`config.mk`:
```
export PLATFORM = sky130hd
export DESIGN_NAME = life_ctrl
export DESIGN_NICKNAME = d
export VERILOG_FILES = /design/src/rtl/life_pkg.sv /design/src/rtl/life_ctrl_gen_counter.sv /design/src/rtl/life_ctrl.sv
export SDC_FILE = /design/constraint.sdc
export NUM_CORES = 1
export LEC_CHECK = 0
export CORE_AREA = 2 2 121 123
export CTS_BUF_LIST = sky130_fd_sc_hd__clkbuf_8
export CTS_CLUSTER_SIZE = 24
export DETAILED_ROUTE_END_ITERATION = 8
export DIE_AREA = 0 0 123 125
export DONT_BUFFER_PORTS = 1
export MAX_ROUTING_LAYER = met4
export SYNTH_ARGS = -nofsm -noshare
export SYNTH_HDL_FRONTEND = slang
export SYNTH_SLANG_ARGS = --single-unit
```
`constraint.sdc`:
```
create_clock -name clk -period 3.6 [get_ports clk]
set_clock_uncertainty 0.05 [all_clocks]
set_input_delay 0.72 -clock clk [delete_from_list [all_inputs] [get_ports clk]]
set_output_delay 0.72 -clock clk [all_outputs]
set_load 0.1 [all_outputs]
```
`src/rtl/life_pkg.sv`:
```
// Shared definitions for the Game of Life array controller.
package life_pkg;

    localparam int unsigned ROWS_DEF  = 16;
    localparam int unsigned COLS_DEF  = 16;
    localparam int unsigned GEN_W_DEF = 16;

    typedef enum logic [1:0] {
        OP_CLEAR = 2'b00,
        OP_LOAD  = 2'b01,
        OP_RUN   = 2'b10,
        OP_DUMP  = 2'b11
    } op_t;

    typedef enum logic [2:0] {
        S_IDLE,
        S_CLEAR,
        S_LOAD,
        S_STEP,
        S_GAP,
        S_DUMP_SEL,
        S_DUMP_OUT
    } state_t;

endpackage

```
`src/rtl/life_ctrl_gen_counter.sv`:
```
// Remaining-generation down-counter and saturating generation counter.
module life_ctrl_gen_counter
    import life_pkg::*;
#(
    parameter int unsigned GEN_W = GEN_W_DEF
) (
    input  logic             clk,
    input  logic             reset,
    input  logic             load,
    input  logic [GEN_W-1:0] load_value,
    input  logic             step_done,
    input  logic             clr,
    output logic [GEN_W-1:0] remaining,
    output logic [GEN_W-1:0] gen_count
);

    always_ff @(posedge clk or posedge reset) begin
        if (reset) begin
            remaining <= '0;
            gen_count <= '0;
        end else begin
            if (load) begin
                remaining <= load_value;
            end else if (step_done && (remaining != '0)) begin
                remaining <= remaining - GEN_W'(1);
            end

            // gen_count sticks at all-ones until the next CLEAR
            if (clr) begin
                gen_count <= '0;
            end else if (step_done && (gen_count != '1)) begin
                gen_count <= gen_count + GEN_W'(1);
            end
        end
    end

endmodule

```
`src/rtl/life_ctrl.sv`:
```
// Command sequencer owning every control line of the Game of Life cell array.
module life_ctrl
    import life_pkg::*;
#(
    parameter int unsigned ROWS  = ROWS_DEF,
    parameter int unsigned COLS  = COLS_DEF,
    parameter int unsigned GEN_W = GEN_W_DEF,
    localparam int unsigned ROW_W = $clog2(ROWS)
) (
    input  logic             clk,
    input  logic             reset,
    input  logic             cmd_valid,
    output logic             cmd_ready,
    input  logic [1:0]       cmd_op,
    input  logic [ROW_W-1:0] cmd_row,
    input  logic [COLS-1:0]  cmd_data,
    input  logic [GEN_W-1:0] cmd_count,
    input  logic             cmd_abort,
    output logic             out_valid,
    input  logic             out_ready,
    output logic [ROW_W-1:0] out_row,
    output logic [COLS-1:0]  out_data,
    output logic             arr_reset,
    output logic             arr_write_enb,
    output logic [COLS-1:0]  arr_vali,
    output logic [ROW_W-1:0] arr_vali_selector,
    output logic             arr_step,
    output logic [ROW_W-1:0] arr_valo_selector,
    input  logic [COLS-1:0]  arr_valo,
    output logic             busy,
    output logic [GEN_W-1:0] gen_count
);

    state_t           state;
    logic             abort_q;
    logic [GEN_W-1:0] remaining;
    logic             cnt_load;
    logic             cnt_step_done;
    logic             cnt_clr;

    assign cnt_load      = (state == S_IDLE) && cmd_valid && (cmd_op == OP_RUN);
    assign cnt_step_done = (state == S_GAP);
    assign cnt_clr       = (state == S_CLEAR);

    life_ctrl_gen_counter #(
        .GEN_W(GEN_W)
    ) u_gen_counter (
        .clk        (clk),
        .reset      (reset),
        .load       (cnt_load),
        .load_value (cmd_count),
        .step_done  (cnt_step_done),
        .clr        (cnt_clr),
        .remaining  (remaining),
        .gen_count  (gen_count)
    );

    // Outputs are assigned alongside the next state so each strobe lands in the state it belongs to
    always_ff @(posedge clk or posedge reset) begin
        if (reset) begin
            state             <= S_IDLE;
            cmd_ready         <= 1'b1;
            busy              <= 1'b0;
            arr_reset         <= 1'b1;
            arr_write_enb     <= 1'b0;
            arr_step          <= 1'b0;
            arr_vali          <= '0;
            arr_vali_selector <= '0;
            arr_valo_selector <= '0;
            out_valid         <= 1'b0;
            out_row           <= '0;
            out_data          <= '0;
            abort_q           <= 1'b0;
        end else begin
            arr_reset     <= 1'b0;
            arr_write_enb <= 1'b0;
            arr_step      <= 1'b0;

            case (state)
                S_IDLE: begin
                    if (cmd_valid) begin
                        abort_q <= 1'b0;
                        case (op_t'(cmd_op))
                            OP_CLEAR: begin
                                state     <= S_CLEAR;
                                arr_reset <= 1'b1;
                                cmd_ready <= 1'b0;
                                busy      <= 1'b1;
                            end
                            OP_LOAD: begin
                                state             <= S_LOAD;
                                arr_write_enb     <= 1'b1;
                                arr_vali          <= cmd_data;
                                arr_vali_selector <= cmd_row;
                                cmd_ready         <= 1'b0;
                                busy              <= 1'b1;
                            end
                            OP_RUN: begin
                                if (cmd_count != '0) begin
                                    state     <= S_STEP;
                                    arr_step  <= 1'b1;
                                    cmd_ready <= 1'b0;
                                    busy      <= 1'b1;
                                end
                            end
                            OP_DUMP: begin
                                state             <= S_DUMP_SEL;
                                arr_valo_selector <= '0;
                                cmd_ready         <= 1'b0;
                                busy              <= 1'b1;
                            end
                            default: ;
                        endcase
                    end
                end

                S_CLEAR, S_LOAD: begin
                    state     <= S_IDLE;
                    cmd_ready <= 1'b1;
                    busy      <= 1'b0;
                end

                S_STEP: begin
                    state <= S_GAP;
                    if (cmd_abort) begin
                        abort_q <= 1'b1;
                    end
                end

                // remaining still holds the pre-decrement value here
                S_GAP: begin
                    if ((remaining > GEN_W'(1)) && !abort_q && !cmd_abort) begin
                        state    <= S_STEP;
                        arr_step <= 1'b1;
                    end else begin
                        state     <= S_IDLE;
                        cmd_ready <= 1'b1;
                        busy      <= 1'b0;
                    end
                end

                S_DUMP_SEL: begin
                    out_data  <= arr_valo;
                    out_row   <= arr_valo_selector;
                    out_valid <= 1'b1;
                    state     <= S_DUMP_OUT;
                end

                S_DUMP_OUT: begin
                    if (out_ready) begin
                        out_valid <= 1'b0;
                        if (arr_valo_selector == ROW_W'(ROWS - 1)) begin
                            state     <= S_IDLE;
                            cmd_ready <= 1'b1;
                            busy      <= 1'b0;
                        end else begin
                            arr_valo_selector <= arr_valo_selector + ROW_W'(1);
                            state             <= S_DUMP_SEL;
                        end
                    end
                end

                default: begin
                    state     <= S_IDLE;
                    cmd_ready <= 1'b1;
                    busy      <= 1'b0;
                end
            endcase
        end
    end

endmodule
```
==> metrics.md <==
| Metric | Value |
|---|---|
| GPL Wtd Cong | `0.939` |
| Clock root buffer master | `clkbuf_8` |
| Maxcap violations | `0` |
| Synthesized flop and latch total | `86` |
| Final Hold Fails | `0` |
| Final period util | `0.714` |
| Post-synth EDFFs | `0` |
| Slew HR | `0.328` |
| Minimum setup slack after placement | `1.06 ns` |
| Core Area | `14200 µm²` |
| Post-synth top flop | `dfrtp_1` |
| Status | `finished, final reports clean` |
| Layout Utilization | `0.329` |
| WS Path Type | `register to register` |
| Drt drc | `0` |
| Routed wire length per instance | `16.8 µm` |
| Chip height | `125 µm` |
| Gr ovfl total | `0` |
| RR Endpoint | `busy` |
| Vias | `3016` |
| Vias in the first global route | `3133` |
| DIE WIDTH | `123 µm` |
| Setup Viol. Count Final | `0` |
| Share of layout cells above drive strength 1 | `0.217` |
| Worst Setup EP | `busy` |
| Clk sinks | `86` |
| Critical Path Source Type | `register` |
| Hold Buf Count CTS | `0` |
| Initial DRT Pass Iterations | `4` |
| Unrepaired setup endpoints after global routing | `no` |
| Worst R2R Path Depth | `4` |
| H-tree levels | `3` |
| Die area | `15400 µm²` |
| CTS tree | `done` |
| F_max | `0.389 GHz` |
| Core Rows | `44` |
| Setup WS post-layout | `1.03 ns` |
| Largest net degree at the start of global routing | `39` |
| Cts repair resizes | `0` |
| Post-synthesis sequential area ratio | `0.517` |
| Synth cell types | `53` |
| Post-CTS setup buffers | `0` |
| Top Ports | `125` |
| Worst reg2reg setup slack | `1.03 ns` |
| DRT Wirelength | `9.78 mm` |
| Syn Nets | `446` |
| CTS Buffer Depth | `2` |
| First-pass GRT wire length | `15.9 mm` |
| Minimum clock period | `2.57 ns` |
| Final nets | `462` |
| Syn Inst Count | `377` |
| Final Max Slew Viols | `0` |
| Later-pin clock latency in the skew report | `0.36 ns` |
| CP Data Required Time | `3.79 ns` |
| Fill cell count | `1430` |
| Post-synthesis cell area | `4170 µm²` |
| CTS buffer count | `9` |
| Initial core utilization | `0.293` |
| Vias per inst | `5.19` |
| HPWL after detailed placement | `7.34 mm` |
| Post-synth ARST share | `1.00` |
| Initial DRC count | `250` |
| CP Launch Point | `state[0]` |
| Worst min-delay path category | `input pin to async pin` |
| Synth top area cells | `dfrtp_1 (50%), mux2_2 (11%), ha_1 (3.0%)` |
| Worst-Margin Slew | `1.01 ns` |
| Synth Warn # | `0` |
| P&R area growth vs syn | `12.2%` |
| Final TNS setup | `0 ns` |
| Post-DRT Antenna Nets | `0` |
| GRT Total Usage | `0.137` |
| PortBufs | `0` |
| Area leader, netlist | `dfrtp_1` |
| Synth top area share | `0.505` |
| # diodes | `0` |
| Initial antenna violation count | `0` |
| Worst-path maximum fanout | `17` |
| CP Capture Type | `register` |
| CP arrival | `2.76 ns` |
| Syn Area/Cell | `11.0 µm²` |
| Clk slew on worst S/H paths | `0.08 ns` |
| Reg-to-reg startpoint | `state[0]` |
## per-layer routing
| metal | track usage | routed length, µm |
|---|---|---|
| met3 | 0.0584 | 1040 |
| met1 | 0.167 | 4040 |
| met4 | 0.0501 | 152 |
| met2 | 0.203 | 4540 |
| met5 | - | 0 |
## metrics by stage
stage          area, µm²  hold WS (ns)  cells
2_1_floorplan       4170         0.451    377
3_3_place_gp        4500         0.480    566
3_5_place_dp        4500         0.506    566
4_1_cts             4670         0.253    581
5_1_grt             4670         0.278    581
6_report            4670         0.254    581
## placed cells by master, fill, tap and decap left out, drive strengths merged, types with 4 or more instances in the layout
cell / count
dfrtp: 84
or4: 5
nor4: 8
and4: 4
nor3: 13
a221o: 6
o21ai: 14
clkbuf: 12
nand3: 7
ha: 10
and3: 7
inv: 10
nand2: 26
nand4: 14
mux2: 43
mux2i: 4
a21oi: 17
xor2: 7
buf: 22
xnor2: 8
nor4b: 4
nor2: 32
## sequential cells by signal, indices dropped and copies added (netlist names)
signal,flops
arr_vali,16
out_data,16
u_gen_counter.gen_count,16
u_gen_counter.remaining,16
arr_vali_selector,4
arr_valo_selector,4
out_row,4
state,3
abort_q,1
arr_reset,1
arr_step,1
arr_write_enb,1
busy,1
cmd_ready,1
out_valid,1
## critical path: stages (launching register included)
cell       delay (ns)
dfrtp_1          0.55
or3b_1           0.57
a2111oi_1        0.71
nor3b_1          0.20
mux2_1           0.36
## cells by family (layout without fill, tap and decap cells)
kind of cell	after synthesis	in the layout	share of synthesized area
buffers and inverters	26	46	0.0240
adders and majority gates	10	10	0.0300
DFF	86	86	0.517
xor gates and xnor gates	15	15	0.0315
AOI/OAI and AO/OA	55	55	0.0883
muxes	47	47	0.126
and+or+nand+nor	138	138	0.183
## area by class of cell
type	instances	area, µm²	share of cell area
Clock inverter	3	12.5	0.00268
Inverter	9	35.0	0.00750
Clock buffer	12	165	0.0353
Multi-Input combinational cell	265	1910	0.409
Timing Repair Buffer	22	165	0.0353
Sequential cell	86	2150	0.461
Tap cell	184	230	0.0493
## cells in the mapped netlist (2+ instances only)
master     n
o21ai_0    9
nor2b_1    3
or3_1      3
xnor2_1    8
nand3_1    7
nor4_1     7
xor2_1     7
o21ai_1    5
mux2_2    41
a21oi_1   17
o32ai_1    2
and3_1     7
o211ai_1   3
nor4b_1    4
mux2i_1    4
nor3b_1    3
nand2_1   26
nand4_1   14
a221o_1    6
nor3_1    13
or4_1      4
ha_1      10
buf_2      2
and2_1     2
clkbuf_1  15
dfrtp_1   84
dfstp_2    2
inv_1      9
nor2_1    32
and4_1     4
mux2_1     2
## worst min path at each step
stage / from / cells past startpoint / to / slack (ns)
2_1_floorplan: abort_q / 2 / abort_q / 0.45
3_3_place_gp: abort_q / 2 / abort_q / 0.48
3_5_place_dp: u_gen_counter.remaining[7] / 1 / u_gen_counter.remaining[7] / 0.51
4_1_cts: reset / 1 / arr_vali[0] / 0.25
5_1_grt: reset / 1 / arr_vali[8] / 0.28
6_report: reset / 1 / arr_vali[8] / 0.25
Power is not shown: default switching activity piles up to over one toggle a cycle in this logic, so the estimate is an artifact.
